`src/rtl/mem_port_arbiter_if.sv`:
```
// Bus bundle for mem_port_arbiter: icache port (i_*), dcache port (d_*) and the shared pmem line port.
// The slave modport is the arbiter's view; master is the view of the surrounding caches and memory.
interface mem_port_arbiter_if #(
    parameter int LINE_WIDTH = 256,
    parameter int ADDR_WIDTH = 32
);
    logic                  i_read;
    logic [ADDR_WIDTH-1:0] i_address;
    logic [LINE_WIDTH-1:0] i_rdata;
    logic                  i_resp;

    logic                  d_read;
    logic                  d_write;
    logic [ADDR_WIDTH-1:0] d_address;
    logic [LINE_WIDTH-1:0] d_wdata;
    logic [LINE_WIDTH-1:0] d_rdata;
    logic                  d_resp;

    logic                  pmem_read;
    logic                  pmem_write;
    logic [ADDR_WIDTH-1:0] pmem_address;
    logic [LINE_WIDTH-1:0] pmem_wdata;
    logic [LINE_WIDTH-1:0] pmem_rdata;
    logic                  pmem_resp;

    modport slave (
        input  i_read, i_address,
        output i_rdata, i_resp,
        input  d_read, d_write, d_address, d_wdata,
        output d_rdata, d_resp,
        output pmem_read, pmem_write, pmem_address, pmem_wdata,
        input  pmem_rdata, pmem_resp
    );

    modport master (
        output i_read, i_address,
        input  i_rdata, i_resp,
        output d_read, d_write, d_address, d_wdata,
        input  d_rdata, d_resp,
        input  pmem_read, pmem_write, pmem_address, pmem_wdata,
        output pmem_rdata, pmem_resp
    );
endinterface

```
`src/rtl/mem_port_arbiter.sv`:
```
// Shares one pmem line port between icache (I) and dcache (D); D has priority, bounded by a starvation limit.
// Define ARB_PERF_CNT_EN to add the perf_i_grants / perf_d_grants / perf_conflicts counters.
module mem_port_arbiter #(
    parameter int LINE_WIDTH   = 256,
    parameter int ADDR_WIDTH   = 32,
    parameter int STARVE_LIMIT = 4
) (
    input  logic        clk,
    input  logic        reset_n,
`ifdef ARB_PERF_CNT_EN
    output logic [31:0] perf_i_grants,
    output logic [31:0] perf_d_grants,
    output logic [31:0] perf_conflicts,
`endif
    mem_port_arbiter_if.slave bus
);

    typedef enum logic [1:0] {
        IDLE    = 2'd0,
        GNT_I   = 2'd1,
        GNT_D   = 2'd2,
        RECOVER = 2'd3
    } state_e;

    localparam logic [3:0] STARVE_MAX = 4'(STARVE_LIMIT);

    function automatic logic [3:0] sat_inc(input logic [3:0] v);
        return (v >= STARVE_MAX) ? STARVE_MAX : (v + 4'd1);
    endfunction

    state_e                state_q, state_d;
    logic [3:0]            starve_cnt_q, starve_cnt_d;
    logic                  pmem_read_q, pmem_read_d;
    logic                  pmem_write_q, pmem_write_d;
    logic [ADDR_WIDTH-1:0] pmem_address_q, pmem_address_d;
    logic [LINE_WIDTH-1:0] pmem_wdata_q, pmem_wdata_d;
    logic [LINE_WIDTH-1:0] i_rdata_q, i_rdata_d;
    logic [LINE_WIDTH-1:0] d_rdata_q, d_rdata_d;
    logic                  i_resp_q, i_resp_d;
    logic                  d_resp_q, d_resp_d;

    logic                  d_req_s;
    logic                  grant_d_s;
    logic                  grant_i_s;

    // Arbitration decision on this cycle's requests; grants only happen from IDLE.
    always_comb begin
        d_req_s   = bus.d_read | bus.d_write;
        grant_d_s = 1'b0;
        grant_i_s = 1'b0;
        if (state_q == IDLE) begin
            if (d_req_s && (!bus.i_read || (starve_cnt_q < STARVE_MAX))) begin
                grant_d_s = 1'b1;
            end else if (bus.i_read) begin
                grant_i_s = 1'b1;
            end else begin
                grant_d_s = 1'b0;
            end
        end else begin
            grant_i_s = 1'b0;
        end
    end

    // Next state and next values of every registered output.
    always_comb begin
        state_d        = state_q;
        starve_cnt_d   = starve_cnt_q;
        pmem_read_d    = pmem_read_q;
        pmem_write_d   = pmem_write_q;
        pmem_address_d = pmem_address_q;
        pmem_wdata_d   = pmem_wdata_q;
        i_rdata_d      = i_rdata_q;
        d_rdata_d      = d_rdata_q;
        i_resp_d       = 1'b0;
        d_resp_d       = 1'b0;

        case (state_q)
            IDLE: begin
                if (grant_d_s) begin
                    state_d        = GNT_D;
                    pmem_address_d = bus.d_address;
                    pmem_wdata_d   = bus.d_wdata;
                    // A simultaneous read+write is treated as a write-back only.
                    pmem_write_d   = bus.d_write;
                    pmem_read_d    = bus.d_read & ~bus.d_write;
                    if (bus.i_read) begin
                        starve_cnt_d = sat_inc(starve_cnt_q);
                    end else begin
                        starve_cnt_d = starve_cnt_q;
                    end
                end else if (grant_i_s) begin
                    state_d        = GNT_I;
                    pmem_address_d = bus.i_address;
                    pmem_read_d    = 1'b1;
                    pmem_write_d   = 1'b0;
                    starve_cnt_d   = 4'd0;
                end else begin
                    state_d = IDLE;
                end
            end
            GNT_I: begin
                if (bus.pmem_resp) begin
                    i_rdata_d    = bus.pmem_rdata;
                    i_resp_d     = 1'b1;
                    pmem_read_d  = 1'b0;
                    pmem_write_d = 1'b0;
                    state_d      = RECOVER;
                end else begin
                    state_d = GNT_I;
                end
            end
            GNT_D: begin
                if (bus.pmem_resp) begin
                    if (pmem_read_q) begin
                        d_rdata_d = bus.pmem_rdata;
                    end else begin
                        d_rdata_d = d_rdata_q;
                    end
                    d_resp_d     = 1'b1;
                    pmem_read_d  = 1'b0;
                    pmem_write_d = 1'b0;
                    state_d      = RECOVER;
                end else begin
                    state_d = GNT_D;
                end
            end
            RECOVER: begin
                state_d = IDLE;
            end
            default: begin
                state_d = IDLE;
            end
        endcase
    end

    // State and registered outputs; async reset abandons any transfer in flight.
    always_ff @(posedge clk or negedge reset_n) begin
        if (!reset_n) begin
            state_q        <= IDLE;
            starve_cnt_q   <= 4'd0;
            pmem_read_q    <= 1'b0;
            pmem_write_q   <= 1'b0;
            pmem_address_q <= {ADDR_WIDTH{1'b0}};
            pmem_wdata_q   <= {LINE_WIDTH{1'b0}};
            i_rdata_q      <= {LINE_WIDTH{1'b0}};
            d_rdata_q      <= {LINE_WIDTH{1'b0}};
            i_resp_q       <= 1'b0;
            d_resp_q       <= 1'b0;
        end else begin
            state_q        <= state_d;
            starve_cnt_q   <= starve_cnt_d;
            pmem_read_q    <= pmem_read_d;
            pmem_write_q   <= pmem_write_d;
            pmem_address_q <= pmem_address_d;
            pmem_wdata_q   <= pmem_wdata_d;
            i_rdata_q      <= i_rdata_d;
            d_rdata_q      <= d_rdata_d;
            i_resp_q       <= i_resp_d;
            d_resp_q       <= d_resp_d;
        end
    end

    assign bus.pmem_read    = pmem_read_q;
    assign bus.pmem_write   = pmem_write_q;
    assign bus.pmem_address = pmem_address_q;
    assign bus.pmem_wdata   = pmem_wdata_q;
    assign bus.i_rdata      = i_rdata_q;
    assign bus.d_rdata      = d_rdata_q;
    assign bus.i_resp       = i_resp_q;
    assign bus.d_resp       = d_resp_q;

`ifdef ARB_PERF_CNT_EN
    logic [31:0] perf_i_grants_q, perf_i_grants_d;
    logic [31:0] perf_d_grants_q, perf_d_grants_d;
    logic [31:0] perf_conflicts_q, perf_conflicts_d;

    // Grant and contention counters; they wrap naturally at 2^32.
    always_comb begin
        perf_i_grants_d  = perf_i_grants_q;
        perf_d_grants_d  = perf_d_grants_q;
        perf_conflicts_d = perf_conflicts_q;
        if (grant_i_s) begin
            perf_i_grants_d = perf_i_grants_q + 32'd1;
        end else begin
            perf_i_grants_d = perf_i_grants_q;
        end
        if (grant_d_s) begin
            perf_d_grants_d = perf_d_grants_q + 32'd1;
        end else begin
            perf_d_grants_d = perf_d_grants_q;
        end
        if ((state_q == IDLE) && bus.i_read && d_req_s) begin
            perf_conflicts_d = perf_conflicts_q + 32'd1;
        end else begin
            perf_conflicts_d = perf_conflicts_q;
        end
    end

    // Counter registers.
    always_ff @(posedge clk or negedge reset_n) begin
        if (!reset_n) begin
            perf_i_grants_q  <= 32'd0;
            perf_d_grants_q  <= 32'd0;
            perf_conflicts_q <= 32'd0;
        end else begin
            perf_i_grants_q  <= perf_i_grants_d;
            perf_d_grants_q  <= perf_d_grants_d;
            perf_conflicts_q <= perf_conflicts_d;
        end
    end

    assign perf_i_grants  = perf_i_grants_q;
    assign perf_d_grants  = perf_d_grants_q;
    assign perf_conflicts = perf_conflicts_q;
`endif

endmodule

```
`src/flat_wrapper.sv`:
```
// flat-port wrapper written by rule: the top's interface ports become plain ports
module mem_port_arbiter_flat 
#(
    parameter int LINE_WIDTH   = 256,
    parameter int ADDR_WIDTH   = 32,
    parameter int STARVE_LIMIT = 4
)
  (clk, reset_n, bus_i_read, bus_i_address, bus_i_rdata, bus_i_resp, bus_d_read, bus_d_write, bus_d_address, bus_d_wdata, bus_d_rdata, bus_d_resp, bus_pmem_read, bus_pmem_write, bus_pmem_address, bus_pmem_wdata, bus_pmem_rdata, bus_pmem_resp);
  mem_port_arbiter_if #(.LINE_WIDTH(LINE_WIDTH), .ADDR_WIDTH(ADDR_WIDTH)) bus_i ();
  input  logic clk;
  input  logic reset_n;
  input wire logic [$bits(bus_i.i_read)-1:0] bus_i_read;
  input wire logic [$bits(bus_i.i_address)-1:0] bus_i_address;
  output wire logic [$bits(bus_i.i_rdata)-1:0] bus_i_rdata;
  output wire logic [$bits(bus_i.i_resp)-1:0] bus_i_resp;
  input wire logic [$bits(bus_i.d_read)-1:0] bus_d_read;
  input wire logic [$bits(bus_i.d_write)-1:0] bus_d_write;
  input wire logic [$bits(bus_i.d_address)-1:0] bus_d_address;
  input wire logic [$bits(bus_i.d_wdata)-1:0] bus_d_wdata;
  output wire logic [$bits(bus_i.d_rdata)-1:0] bus_d_rdata;
  output wire logic [$bits(bus_i.d_resp)-1:0] bus_d_resp;
  output wire logic [$bits(bus_i.pmem_read)-1:0] bus_pmem_read;
  output wire logic [$bits(bus_i.pmem_write)-1:0] bus_pmem_write;
  output wire logic [$bits(bus_i.pmem_address)-1:0] bus_pmem_address;
  output wire logic [$bits(bus_i.pmem_wdata)-1:0] bus_pmem_wdata;
  input wire logic [$bits(bus_i.pmem_rdata)-1:0] bus_pmem_rdata;
  input wire logic [$bits(bus_i.pmem_resp)-1:0] bus_pmem_resp;
  assign bus_i.i_read = bus_i_read;
  assign bus_i.i_address = bus_i_address;
  assign bus_i_rdata = bus_i.i_rdata;
  assign bus_i_resp = bus_i.i_resp;
  assign bus_i.d_read = bus_d_read;
  assign bus_i.d_write = bus_d_write;
  assign bus_i.d_address = bus_d_address;
  assign bus_i.d_wdata = bus_d_wdata;
  assign bus_d_rdata = bus_i.d_rdata;
  assign bus_d_resp = bus_i.d_resp;
  assign bus_pmem_read = bus_i.pmem_read;
  assign bus_pmem_write = bus_i.pmem_write;
  assign bus_pmem_address = bus_i.pmem_address;
  assign bus_pmem_wdata = bus_i.pmem_wdata;
  assign bus_i.pmem_rdata = bus_pmem_rdata;
  assign bus_i.pmem_resp = bus_pmem_resp;
  mem_port_arbiter #(.LINE_WIDTH(LINE_WIDTH), .ADDR_WIDTH(ADDR_WIDTH), .STARVE_LIMIT(STARVE_LIMIT)) u_core (.clk(clk), .reset_n(reset_n), .bus(bus_i));
endmodule
```
`config.mk`:
```
export PLATFORM = sky130hd
export DESIGN_NAME = mem_port_arbiter_flat
export DESIGN_NICKNAME = d
export VERILOG_FILES = /design/src/rtl/mem_port_arbiter_if.sv /design/src/rtl/mem_port_arbiter.sv /design/src/flat_wrapper.sv
export SDC_FILE = /design/constraint.sdc
export NUM_CORES = 1
export LEC_CHECK = 0
export ABC_CLOCK_PERIOD_IN_PS = 2440
export CAP_MARGIN = 20
export CORE_AREA = 2 2 534 536
export DETAILED_ROUTE_END_ITERATION = 12
export DIE_AREA = 0 0 536 538
export DONT_BUFFER_PORTS = 1
export REMOVE_ABC_BUFFERS = 1
export SLEW_MARGIN = 0
export SYNTH_ARGS = -nofsm -noshare
export SYNTH_HDL_FRONTEND = slang
export SYNTH_SLANG_ARGS = --single-unit
```
`constraint.sdc`:
```
create_clock -name clk -period 2.44 [get_ports clk]
set_input_delay 0.488 -clock clk [delete_from_list [all_inputs] [get_ports clk]]
set_output_delay 0.488 -clock clk [all_outputs]
set_load 0.01 [all_outputs]
```
==> metrics.txt <==
failing checks=hold timing; Area contributors post-synth=dfrtp_1, mux2_2, buf_6, a221o_1, mux2_4; Leak=17.7 nW; root buf cell=clkbuf_16; most used cell, CP=buf_12; f_max=442 MHz; DPL Wire Length=189 mm; area of the die=0.288 mm²; synthesized area per cell=17.1 µm²; Internal Power=37.0 mW; # hold bufs at CTS=581; Mapped Area=0.0304 mm²; ys async rst share=100%; # rows=196; initial antenna violation count=272; worst skew pair latency=0.84 ns; Gate power share=20.0%; Yosys top cell by area=dfrtp_1; vias per std cell=3.18; register share of total power=55.9%; Pwr Density=1450 mW/mm²; Post-CTS Setup Inserts=0; clock power share=24.1%; Top delay family on crit path=buffers and inverters; Commonest cells post-synth=dfrtp_1, mux2_2, buf_2; first-pass GRT wire length=263 mm; Switching Share=42.6%; I/O Buffers=0; M1 GR Usage=14.6%; Cell Chain, Critical Path=inv_1, ha_1, and3_4, buf_12, buf_12, mux2_2; post-CTS sizing=0; Final Hold Viols=159; r2r startpoint=u_core.state_q[0]$_DFF_PN0_; chip width=536 µm; buffer and inverter count on the worst path=3; flops & latches, synth=810; maxcap violations=0; nets@finish=2,997; met3 usage=12.6%; CTS max path bufs=4; Min Hold Slack=-0.647 ns; Tot GR Track Use=14.6%; R2R cell count=6; Post-synth EDFFs=0; CTS buffer count=101; Max VDD drop=706 µV; CTS tree=yes; Power Total=64.5 mW; Routability Congestion=1.02; YS warnings=0; Synth top area share=66.6%; WL final=221 mm; crit path DAT=2.95 ns; busiest grt layer=met2; Worst path slowest cell=dfrtp_1; via count=20.2k; Area Overhead vs Synth=46.4%; slowest stage delay, CP=0.42 ns; Detail Route Antenna Nets=0; fin crit period=2.26 ns; Initial DRT Pass Iterations=5; met2 Usage GRT=22.2%; layout cell share with drive strength beyond 1=39.6%; drt drc=0; number of H-tree levels=3; CP required=3.13 ns; Slew HR=29.4%; top-count cell post-synth=dfrtp_1; unrepaired setup endpoints after global routing=no; CTS clk-pin slew, worst paths=0.07 ns; Cell variety after synth=23; grt ovf=0; Stages on worst setup path=6; setup violators final=0; worst min path class=input port to asynchronous set/reset pin; slew at the pin with the worst max-slew slack=1.06 ns; Ports=1,386; P_sw=27.5 mW; Filler Cell Count=31.1k; pin count of the biggest net entering global routing=811; CP endpoint kind=register; skew final=0.0813 ns; Critical Path Start=u_core.state_q[0]$_DFF_PN0_; critical path class=register to register; cell count after synthesis=1,778; die height=538 µm; CP Launch Type=register; crit-path max FO=50; status=finished with violations; Tcrit/Tclk final=92.7%; starting density of the core=10.7%; Core ar.=0.283 mm²; vias in the first global route=20.5k; Slew Viols, Final=0; Seq/Total Area, Yosys=66.6%; drt wl/cell=34.7 µm; CTS Sinks=810; Post-synth top flop=dfrtp_1; drt initial violations=1,085
[path summary, 6_finish.rpt]
path | slack, ns | end
min | -0.65 | u_core.bus.pmem_wdata[90]$_DFFE_PN0P_
max reg2reg | 0.18 | u_core.bus.pmem_wdata[71]$_DFFE_PN0P_
min in group clk | 0.13 | u_core.state_q[1]$_DFF_PN0_
max in group asynchronous | 0.40 | u_core.bus.i_rdata[55]$_DFFE_PN0P_
max | 0.18 | u_core.bus.pmem_wdata[71]$_DFFE_PN0P_
min reg2reg | 0.51 | u_core.starve_cnt_q[0]$_DFFE_PN0P_
[through the flow]
stage / cells / instance area (µm²) / setup TNS, ns / setup slack [ns] / utilization (%)
3_3_place_gp: 5483 / 35000 / 0 / 0.277 / 12.4
3_5_place_dp: 5483 / 35000 / 0 / 0.227 / 12.4
5_1_grt: 6298 / 44400 / 0 / 0.0793 / 15.7
4_1_cts: 6247 / 44200 / 0 / 0.115 / 15.6
2_1_floorplan: 1682 / 29800 / -2412.21 / -6.06 / -
6_report: 6349 / 44600 / 0 / 0.177 / 15.7
[metal layers]
layer / wire length, µm / up-vias / share of wire (%)
met5: 1060 / - / 0.48
met4: 8080 / 162 / 3.7
met3: 43600 / 578 / 20
met2: 95300 / 1601 / 43
met1: 72600 / 10020 / 33
li1: - / 7827 / -
[cells in the final DEF, fill, tap and decap left out, types with 2 or more instances in the layout]
cell type | Yosys | routed
a221o_1 | 33 | 33
a32o_1 | 2 | 2
and2_1 | 34 | 34
buf_12 | 0 | 15
buf_16 | 0 | 5
buf_4 | 0 | 24
bufinv_16 | 0 | 7
clkbuf_1 | 14 | 16
clkbuf_16 | 0 | 102
clkbuf_8 | 0 | 12
clkinv_2 | 0 | 17
clkinv_4 | 0 | 8
clkinvlp_4 | 0 | 6
dfrtp_1 | 810 | 810
diode_2 | 0 | 97
dlygate4sd3_1 | 0 | 581
ha_1 | 5 | 5
inv_1 | 4 | 3
inv_16 | 0 | 2
inv_6 | 0 | 7
inv_8 | 0 | 5
mux2_2 | 748 | 748
mux2_4 | 19 | 19
nand2_1 | 7 | 5
nand2_4 | 0 | 2
nand3_1 | 3 | 3
nor2_1 | 3 | 3
o21ai_0 | 4 | 4
o21bai_1 | 2 | 2
[kinds of logic (layout without fill, tap and decap cells)]
logic type	Yosys count	count (layout)	synth area share [%]
other cells	0	97	0
buf+inv	100	812	2.25
fa+ha+maj	5	5	0.206
compound gates	44	44	1.32
mux	768	768	28.6
flops	810	810	66.6
simple gates	51	51	0.974
[registers in the layout, summed over array words and instances, names as in the netlist]
signal and flops:
u_core.bus.i_rdata 256, u_core.bus.pmem_wdata 256, u_core.starve_cnt_q 4, u_core.bus.pmem_address 32, u_core.bus.i_resp 1, u_core.bus.d_rdata 256
u_core.bus.d_resp 1, u_core.state_q 2, u_core.bus.pmem_read 1, u_core.bus.pmem_write 1
[power by group through the flow]
stage	combinational, mW	sequential [mW]	clock (mW)
final	12.9	36.1	15.5
after global routing	14.0	37.6	16.5
after CTS	12.8	36.6	16.0
after detailed placement	11.5	36.8	0
after global placement	10.9	36.7	0
after floorplan	10.1	26.9	0
[worst reg2reg max path: cells and delay by family, from the launching register on]
| kind | cells | cell delay (ns) |
|---|---|---|
| adder cells (fa/ha/maj) | 1 | 0.29 |
| buffers and inverters | 3 | 0.58 |
| flip-flops | 1 | 0.42 |
| multiplexers | 1 | 0.44 |
| AND/OR/NAND/NOR | 1 | 0.38 |
[area by class of cell]
| cell class | count | area (µm²) | share of cell area (%) |
|---|---|---|---|
| Multi-Input combinational cell | 868 | 9520 | 21.4 |
| Inverter | 4 | 15.0 | 0.0337 |
| Antenna cell | 97 | 243 | 0.545 |
| Sequential cell | 810 | 20300 | 45.5 |
| Clock buffer | 130 | 2780 | 6.23 |
| Timing Repair Buffer | 625 | 6430 | 14.4 |
| Tap cell | 3762 | 4710 | 10.6 |
| Clock inverter | 53 | 584 | 1.31 |
Note: power is estimated with default switching activity, not from simulation.
